===== config.mk =====
export PLATFORM = sky130hd
export DESIGN_NAME = rf_read_arbiter
export DESIGN_NICKNAME = d
export VERILOG_FILES = /design/src/rtl/rf_read_arbiter.sv
export SDC_FILE = /design/constraint.sdc
export NUM_CORES = 1
export LEC_CHECK = 0
export BUFFER_PORTS_ARGS = -buffer_cell sky130_fd_sc_hd__buf_4
export CORE_UTILIZATION = 44
export DETAILED_ROUTE_END_ITERATION = 8
export GPL_TIMING_DRIVEN = 0
export PLACE_DENSITY = 0.78
export SYNTH_ARGS = -nofsm -noshare
export SYNTH_HDL_FRONTEND = slang
export SYNTH_SLANG_ARGS = --single-unit

===== constraint.sdc =====
create_clock -name clk -period 2.6 [get_ports clk]
set_input_delay 0.13 -clock clk [delete_from_list [all_inputs] [get_ports clk]]
set_output_delay 0.13 -clock clk [all_outputs]
set_load 0.02 [all_outputs]

===== src/rtl/rf_read_arbiter.sv =====
`default_nettype none
// ============================================================================
// Module   : rf_read_arbiter
// Brief    : Round-robin arbiter for four requesters sharing one register-bank
//            read mux; grant, capture, respond in a two-cycle pipeline.
// Revision : 1.0
// ============================================================================
module rf_read_arbiter #(
   parameter int DATA_W = 32
) (
   input  logic              clk,
   input  logic              reset,
   input  logic [3:0]        req,
   input  logic [19:0]       addr_in,
   output logic [3:0]        gnt,
   output logic [4:0]        mux_sel,
   input  logic [DATA_W-1:0] mux_dout,
   output logic [DATA_W-1:0] rdata,
   output logic              rvalid,
   output logic [1:0]        rid,
   output logic              busy
);

   typedef enum logic [1:0] {
      S_IDLE = 2'd0,
      S_READ = 2'd1,
      S_RESP = 2'd2
   } state_t;

   state_t            r_state;
   logic [1:0]        r_ptr;
   logic [1:0]        r_owner;
   logic [3:0]        r_gnt;
   logic [4:0]        r_mux_sel;
   logic [DATA_W-1:0] r_rdata;
   logic              r_rvalid;
   logic [1:0]        r_rid;

   logic [1:0]        w_start;
   logic [1:0]        w_idx;
   logic [1:0]        w_win;
   logic              w_found;
   logic [4:0]        w_addr;

   // In RESP the search starts past the current owner, i.e. the pointer value
   // that is being written back this very cycle.
   assign w_start = (r_state == S_RESP) ? r_owner + 2'd1 : r_ptr;

   always_comb begin
      w_win   = 2'd0;
      w_found = 1'b0;
      w_idx   = 2'd0;
      for (int k = 3; k >= 0; k--) begin
         w_idx = w_start + 2'(k);
         if (req[w_idx]) begin
            w_win   = w_idx;
            w_found = 1'b1;
         end
      end
   end

   always_comb begin
      case (w_win)
         2'd0:    w_addr = addr_in[4:0];
         2'd1:    w_addr = addr_in[9:5];
         2'd2:    w_addr = addr_in[14:10];
         default: w_addr = addr_in[19:15];
      endcase
   end

   always_ff @(posedge clk) begin
      if (reset) begin
         r_state   <= S_IDLE;
         r_ptr     <= 2'd0;
         r_owner   <= 2'd0;
         r_gnt     <= 4'd0;
         r_mux_sel <= 5'd0;
         r_rdata   <= '0;
         r_rvalid  <= 1'b0;
         r_rid     <= 2'd0;
      end else begin
         r_gnt    <= 4'd0;
         r_rvalid <= 1'b0;
         case (r_state)
            S_IDLE, S_RESP: begin
               if (r_state == S_RESP) begin
                  r_ptr <= r_owner + 2'd1;
               end
               if (w_found) begin
                  r_owner   <= w_win;
                  r_mux_sel <= w_addr;
                  r_gnt     <= 4'b0001 << w_win;
                  r_state   <= S_READ;
               end else begin
                  r_state   <= S_IDLE;
               end
            end
            S_READ: begin
               r_rdata  <= mux_dout;
               r_rvalid <= 1'b1;
               r_rid    <= r_owner;
               r_state  <= S_RESP;
            end
            default: r_state <= S_IDLE;
         endcase
      end
   end

   assign gnt     = r_gnt;
   assign mux_sel = r_mux_sel;
   assign rdata   = r_rdata;
   assign rvalid  = r_rvalid;
   assign rid     = r_rid;
   assign busy    = (r_state != S_IDLE);

endmodule
`default_nettype wire


==> results by group, run 1 <==
Die
  – FP Rows: 23
  – Core box area: 4140 um^2
  – Ports: a little over 100
  – Die H: around 69 um
  – Starting Density: between 40% and 50%
  – Die W: 68.8 um
  – DIE AREA: roughly 4700 um^2

Timing
  – Final setup viols: 0
  – Slew margin rel.: 70.3%
  – Final hold vios: 0
  – Setup_tns: 0 ns
  – Hold Slack: approximately 0.061 ns
  – Period minus WS final: between 2 and 2.5 ns
  – Pins over their slew limit: 0
  – RSZ-0062 raised after global routing: no
  – Crit share post-route: a little under nine tenths
  – Worst-margin pin slew: 0.445 ns
  – FMAX: about 0.45 GHz
  – Clk_skew: between 0.01 and 0.015 ns
  – Worst setup margin: 0.364 ns

Clocking
  – Clock Path Buffers: 2
  – Clk sink count: 50
  – Clock latency on the worst-skew pair: roughly 0.3 ns
  – CTS Buf Count: 5
  – # Post-CTS Setup Buffers: 0
  – Hold buffers post-CTS: 0
  – Reg clk slew, reported paths: approximately 0.090 ns
  – Htree depth: 2
  – # resized after CTS: 0
  – CTS root buffer: clkbuf_8
  – TritonCTS clock tree: yes

Min path
  – Hold Path Class: in2reg

Setup path
  – Critical Path Sink Type: flop
  – Cell family with most CP delay: multiplexers
  – Crit path largest cell delay: ~0.42 ns
  – Buf/Inv on CP: 1
  – Crit-path cells: nand2b_4 > mux2_2 > mux2_4 > a21oi_4 > buf_6 > mux2i_1 > o221ai_2
  – CP Max Fanout: 10
  – WP data arrival: 2.41 ns
  – CP required: between 2 and 3 ns
  – Slowest stage cell on the critical path: dfxtp_1
  – Setup crit start kind: flop
  – Kind of critical path: reg2reg

Route
  – 1st-iter DRT viols: 94
  – Vias per cell: between 4 and 5
  – Routed WL: 4.76 mm
  – Post-route ant nets: 0
  – First-pass DRT Iterations: 4
  – DR vias: ~1800
  – Routed wire per std cell: 12.4 um
  – Post-route DRC: 0

Cells and area
  – Fillers: ~370
  – Share of layout cells above drive strength 1: around 37%
  – Most frequent cells in the layout: buf_4 (101), nand2_1 (69), dfxtp_1 (50)
  – Area grow syn2layout: 47.2%
  – N_diodes: 0
  – Net count, final: about 390
  – Post-route core utilization: between 60% and 70%
  – Commonest non-fill, non-tap cell in the layout: buf_4
  – Cell area after layout: around 2900 um^2

Global routing
  – GRT Overall Usage: 21.0%
  – Antenna violations before repair: 0
  – Largest net degree at the start of global routing: 16
  – Vias in the first global route: 1726
  – GRT overflow: 0
  – First-pass GRT wire length: between 7 and 8 mm

Place
  – GPL Wtd Cong: around 0.70
  – Dpl ws: 0.372 ns
  – Port Buf Inserts: about 100
  – Post-DP HPWL: 3.59 mm
  – Placement Cell Area: between 2000 and 3000 um^2

Outcome
  – Status: finished clean

Logic synthesis
  – Syn Inst Count: between 200 and 250
  – Mapped cell area: roughly 2000 um^2
  – Post-Syn Area per Cell: between 8 and 9 um^2
  – Synth warn: 0
  – Register area share after synthesis: between 50% and 60%
  – Syn nets: between 200 and 300
  – Netlist cell types: 28
  – Yosys reg bits: 50

Power
  – P per Cell Area: a little over 600 nW/um^2
  – Max VDD drop: roughly 0.39 mV
  – Leak: 0.00129 uW

Run
  – Max-Cap Viols: 0
-- final timing paths --
path                                              from                       to  slack [ns]  cells after the start
worst max-delay path             r_state[0]$_SDFF_PP0_  mux_sel[3]$_SDFFE_PP0N_        0.36                      7
worst min-delay path                      mux_dout[12]   rdata[12]$_SDFFE_PP0P_        0.06                      3
worst max register to register   r_state[0]$_SDFF_PP0_  mux_sel[3]$_SDFFE_PP0N_        0.36                      7
worst min register to register  rdata[25]$_SDFFE_PP0P_   rdata[25]$_SDFFE_PP0P_        0.46                      2
-- area by class of cell --
cell class              count  area (um^2)  share of cell area (%)
plain buffers              15         63.8                    2.20
clock buffers               5         68.8                    2.38
clock inverters             2         38.8                    1.34
inverters                   4         15.0                   0.519
multi-input cells         156          886                    30.6
flip-flops and latches     50         1000                    34.6
well taps                  50         62.6                    2.16
repair buffers            101          758                    26.2
-- worst min-delay path, delay by kind of cell --
family                 cells  cell delay [ns]
and+or+nand+nor            1             0.04
AOI/OAI and AO/OA          1             0.05
buffers and inverters      1             0.11
-- routing by layer --
metal	part of all wire [%]	global-route usage (%)
met1	42	24.1
met4	1.4	9.18
met5	0	0
met3	6.0	7.24
met2	50	35.2
-- metrics by stage --
step / total power, uW / std cells
floorplan: 1080 / 225
global placement: 1250 / 376
detailed placement: 1250 / 376
CTS: 1780 / 383
global route: 1850 / 383
finish: 1770 / 383
-- synth_stat cells (all sizes together) --
library cell | number | area share (%)
xor2 | 1 | 0.45
a31oi | 1 | 0.32
a31o | 1 | 0.45
inv | 4 | 0.76
nand3b | 5 | 1.9
clkbuf | 13 | 2.5
mux2i | 12 | 6.1
dfxtp | 50 | 51
or2 | 2 | 0.64
a21oi | 35 | 9.5
mux2 | 3 | 2.1
nor4bb | 1 | 0.51
nand2b | 4 | 1.8
nor2 | 11 | 2.1
o221ai | 6 | 4.3
o32a | 1 | 0.51
nor2b | 2 | 0.64
o21a | 1 | 0.38
nand2 | 69 | 13
buf | 2 | 0.76
nor3 | 1 | 0.25
-- registers in the layout (all words and copies together), names as in the netlist --
register  count
r_ptr         2
rvalid        1
rdata        32
gnt           4
mux_sel       5
rid           2
r_owner       2
r_state       2
-- kinds of logic after synthesis --
group,share of synthesized area [%]
mux,8.21
xor+xnor,0.446
simple gates,21.0
compound gates,15.4
buf+inv,4.01
flops,50.9
-- power by group --
part	leakage, uW	total, uW	internal [uW]	switching (uW)
clock	0.0000542	536	283	253
combinational	0.000831	387	186	201
sequential	0.000410	846	818	28.7
total	0.00129	1770	1290	482
(Power assumes the default switching activity.)
==> run 2, diff against run 1 <==
==> constraint.sdc (replaced) <==
create_clock -name clk -period 2.6 [get_ports clk]
set_input_delay 0 -clock clk [delete_from_list [all_inputs] [get_ports clk]]
set_output_delay 0 -clock clk [all_outputs]
set_load 0.02 [all_outputs]
==> run 2 against run 1 <==
Effect of this change: via count increased by 9.6%; wire length increased by 18%; highest routed layer unchanged; final cell count increased by 8.9%; setup slack improved by 0.0068 ns; first-iteration DRC count decreased by 12%; largest cell class is now buffers; sequential power about the same; count of clock-buffer cells in the layout unchanged.
==> results by group, run 2 (same netlist as run 1, synthesis figures left out) <==
Global routing
  – Antenna violations before repair: 0 (unchanged)
  – GRT overflow: 0 (unchanged)
  – GRT Overall Usage: 24.7% (+3.7 points)
  – Largest net degree at the start of global routing: 16 (unchanged)
  – First-pass GRT wire length: 8.51 mm (+16%)
  – Vias in the first global route: 2000 (+16%)

Place
  – Port Buf Inserts: 101 (unchanged)
  – GPL Wtd Cong: 0.699 (unchanged)
  – Placed Instances: 376 (unchanged)
  – Post-DP HPWL: 3.59 mm (unchanged)

Cells and area
  – N_diodes: 0 (unchanged)
  – Area grow syn2layout: 64.5%
  – Commonest non-fill, non-tap cell in the layout: buf_4
  – Most frequent cells in the layout: buf_4 (101), nand2_1 (69), dfxtp_1 (50)
  – Fillers: 291 (-20%)
  – Post-route core utilization: 78.0% (+8.2 points)
  – Net count, final: 425 (+8.7%)
  – Max reg flops: 32 (unchanged)
  – Finished Layout Cells: 417 (+8.9%)
  – Share of layout cells above drive strength 1: 33.8% (-3.4 points)

Setup path
  – Worst r2r src: r_state[0]$_SDFF_PP0_
  – Critical Path Sink Type: flop
  – Reg-to-reg slack, setup: 0.37 ns (about the same)
  – WP data arrival: 2.40 ns (about the same)
  – Setup crit start kind: flop
  – Register-to-Register Path Depth: 7 (unchanged)
  – Buf/Inv on CP: 1 (unchanged)
  – Kind of critical path: reg2reg
  – Critical register-to-register path endpoint: mux_sel[3]$_SDFFE_PP0N_
  – CP Max Fanout: 10 (unchanged)
  – Crit-path cells: nand2b_4 > mux2_2 > mux2_4 > a21oi_4 > buf_6 > mux2i_1 > o221ai_2
  – Cell family with most CP delay: multiplexers
  – Crit path largest cell delay: 0.42 ns (about the same)
  – CP required: 2.77 ns (about the same)
  – Crit. path cell count: 7 (unchanged)
  – Slowest stage cell on the critical path: dfxtp_1

Die
  – Starting Density: 47.4% (unchanged)
  – Die W: 68.8 um (unchanged)
  – Ports: 103 (unchanged)
  – FP Rows: 23 (unchanged)
  – DIE AREA: 4740 um^2 (unchanged)
  – Die H: 68.8 um (unchanged)
  – Core box area: 4140 um^2 (unchanged)

Min path
  – Hold Crit Start: addr_in[10]
  – Hold Crit Depth: 3 (unchanged)
  – Hold Path Class: in2reg
  – Hold EP: mux_sel[0]$_SDFFE_PP0N_

Timing
  – FMAX: 0.449 GHz (+0.31%)
  – Clk_skew: 0.0145 ns (+0.00163 ns)
  – Final hold vios: 0 (unchanged)
  – Worst-margin pin slew: 0.469 ns (+0.0241 ns)
  – Setup_tns: 0 ns (unchanged)
  – Final setup viols: 0 (unchanged)
  – Period minus WS final: 2.23 ns (-0.00685 ns)
  – RSZ-0062 raised after global routing: no
  – Pins over their slew limit: 0 (unchanged)
  – Crit share post-route: 85.7% (-0.26 points)
  – Slew margin rel.: 68.7% (-1.6 points)

Clocking
  – Reg clk slew, reported paths: 0.09 ns (about the same)
  – CTS root buffer: clkbuf_8
  – Htree depth: 2 (unchanged)
  – # Post-CTS Setup Buffers: 0 (unchanged)
  – CTS Buf Count: 5 (unchanged)
  – # resized after CTS: 0 (unchanged)
  – Clock Path Buffers: 2 (unchanged)
  – Clk sink count: 50 (unchanged)
  – Clock latency on the worst-skew pair: 0.31 ns (about the same)
  – TritonCTS clock tree: yes

Route
  – Post-route ant nets: 0 (unchanged)
  – First-pass DRT Iterations: 4 (unchanged)
  – Post-route DRC: 0 (unchanged)
  – 1st-iter DRT viols: 83 (-12%)
  – DR vias: 2025 (+9.6%)
  – Routed WL: 5.62 mm (+18%)
  – Vias per cell: 4.86 (+0.64%)
  – Routed wire per std cell: 13.5 um (+8.5%)

Power
  – P per Cell Area: 563 nW/um^2 (-7.8%)
  – Max VDD drop: 0.397 mV (+1.1%)
  – Leak: 0.00144 uW (+11%)
  – Final Power: 1820 uW (+3.0%)

Run
  – Max-Cap Viols: 0 (unchanged)

Outcome
  – Status: finished clean
-- run 2: tightest hold or removal path: stages --
cell and delay (ns):
buf_4 0.08, mux2i_1 0.06, o221ai_2 0.14
-- run 2: worst max path at each step --
stage | start | to | slack [ns]
3_3_place_gp | r_state[0]$_SDFF_PP0_ | mux_sel[3]$_SDFFE_PP0N_ | 0.38
5_1_grt | r_state[0]$_SDFF_PP0_ | mux_sel[1]$_SDFFE_PP0N_ | 0.25
2_1_floorplan | r_state[0]$_SDFF_PP0_ | mux_sel[0]$_SDFFE_PP0N_ | 0.59
6_report | r_state[0]$_SDFF_PP0_ | mux_sel[3]$_SDFFE_PP0N_ | 0.37
3_5_place_dp | r_state[0]$_SDFF_PP0_ | mux_sel[3]$_SDFFE_PP0N_ | 0.37
4_1_cts | r_state[0]$_SDFF_PP0_ | mux_sel[3]$_SDFFE_PP0N_ | 0.36
-- run 2: power breakdown --
part / leakage [uW] / switching (uW) / internal [uW]
registers: 0.000410 / 29.7 / 818
clock network: 0.0000542 / 258 / 283
logic: 0.000973 / 215 / 219
total: 0.00144 / 502 / 1320
-- run 2: final cells by class --
| class | instances | area [um^2] | share of cell area (%) |
|---|---|---|---|
| repair buffers | 135 | 1100 | 34.0 |
| flip-flops and latches | 50 | 1000 | 30.9 |
| multi-input cells | 156 | 886 | 27.4 |
| clock buffers | 5 | 68.8 | 2.13 |
| plain buffers | 15 | 63.8 | 1.97 |
| well taps | 50 | 62.6 | 1.93 |
| clock inverters | 2 | 38.8 | 1.20 |
| inverters | 4 | 15.0 | 0.464 |
-- run 2: repair_timing --
action,CTS,global route
hold endpoints to repair,33,0
endpoints found under the setup margin,0,0
hold buffers,34,0
-- run 2: per-layer routing --
metal	GRT usage, %	part of all wire (%)
met1	26.5	40
met2	44.1	53
met3	5.59	4.8
met4	14.5	2.9
met5	0	0
-- run 2: metrics by stage --
stage / worst slack (ns) / instance area [um^2] / hold WS, ns
3_3_place_gp: 0.376 / 2790 / 0.246
3_5_place_dp: 0.372 / 2790 / 0.257
4_1_cts: 0.359 / 3230 / 0.0136
6_report: 0.371 / 3230 / 0.0226
5_1_grt: 0.250 / 3230 / 0.0289
2_1_floorplan: 0.587 / 1970 / 0.136
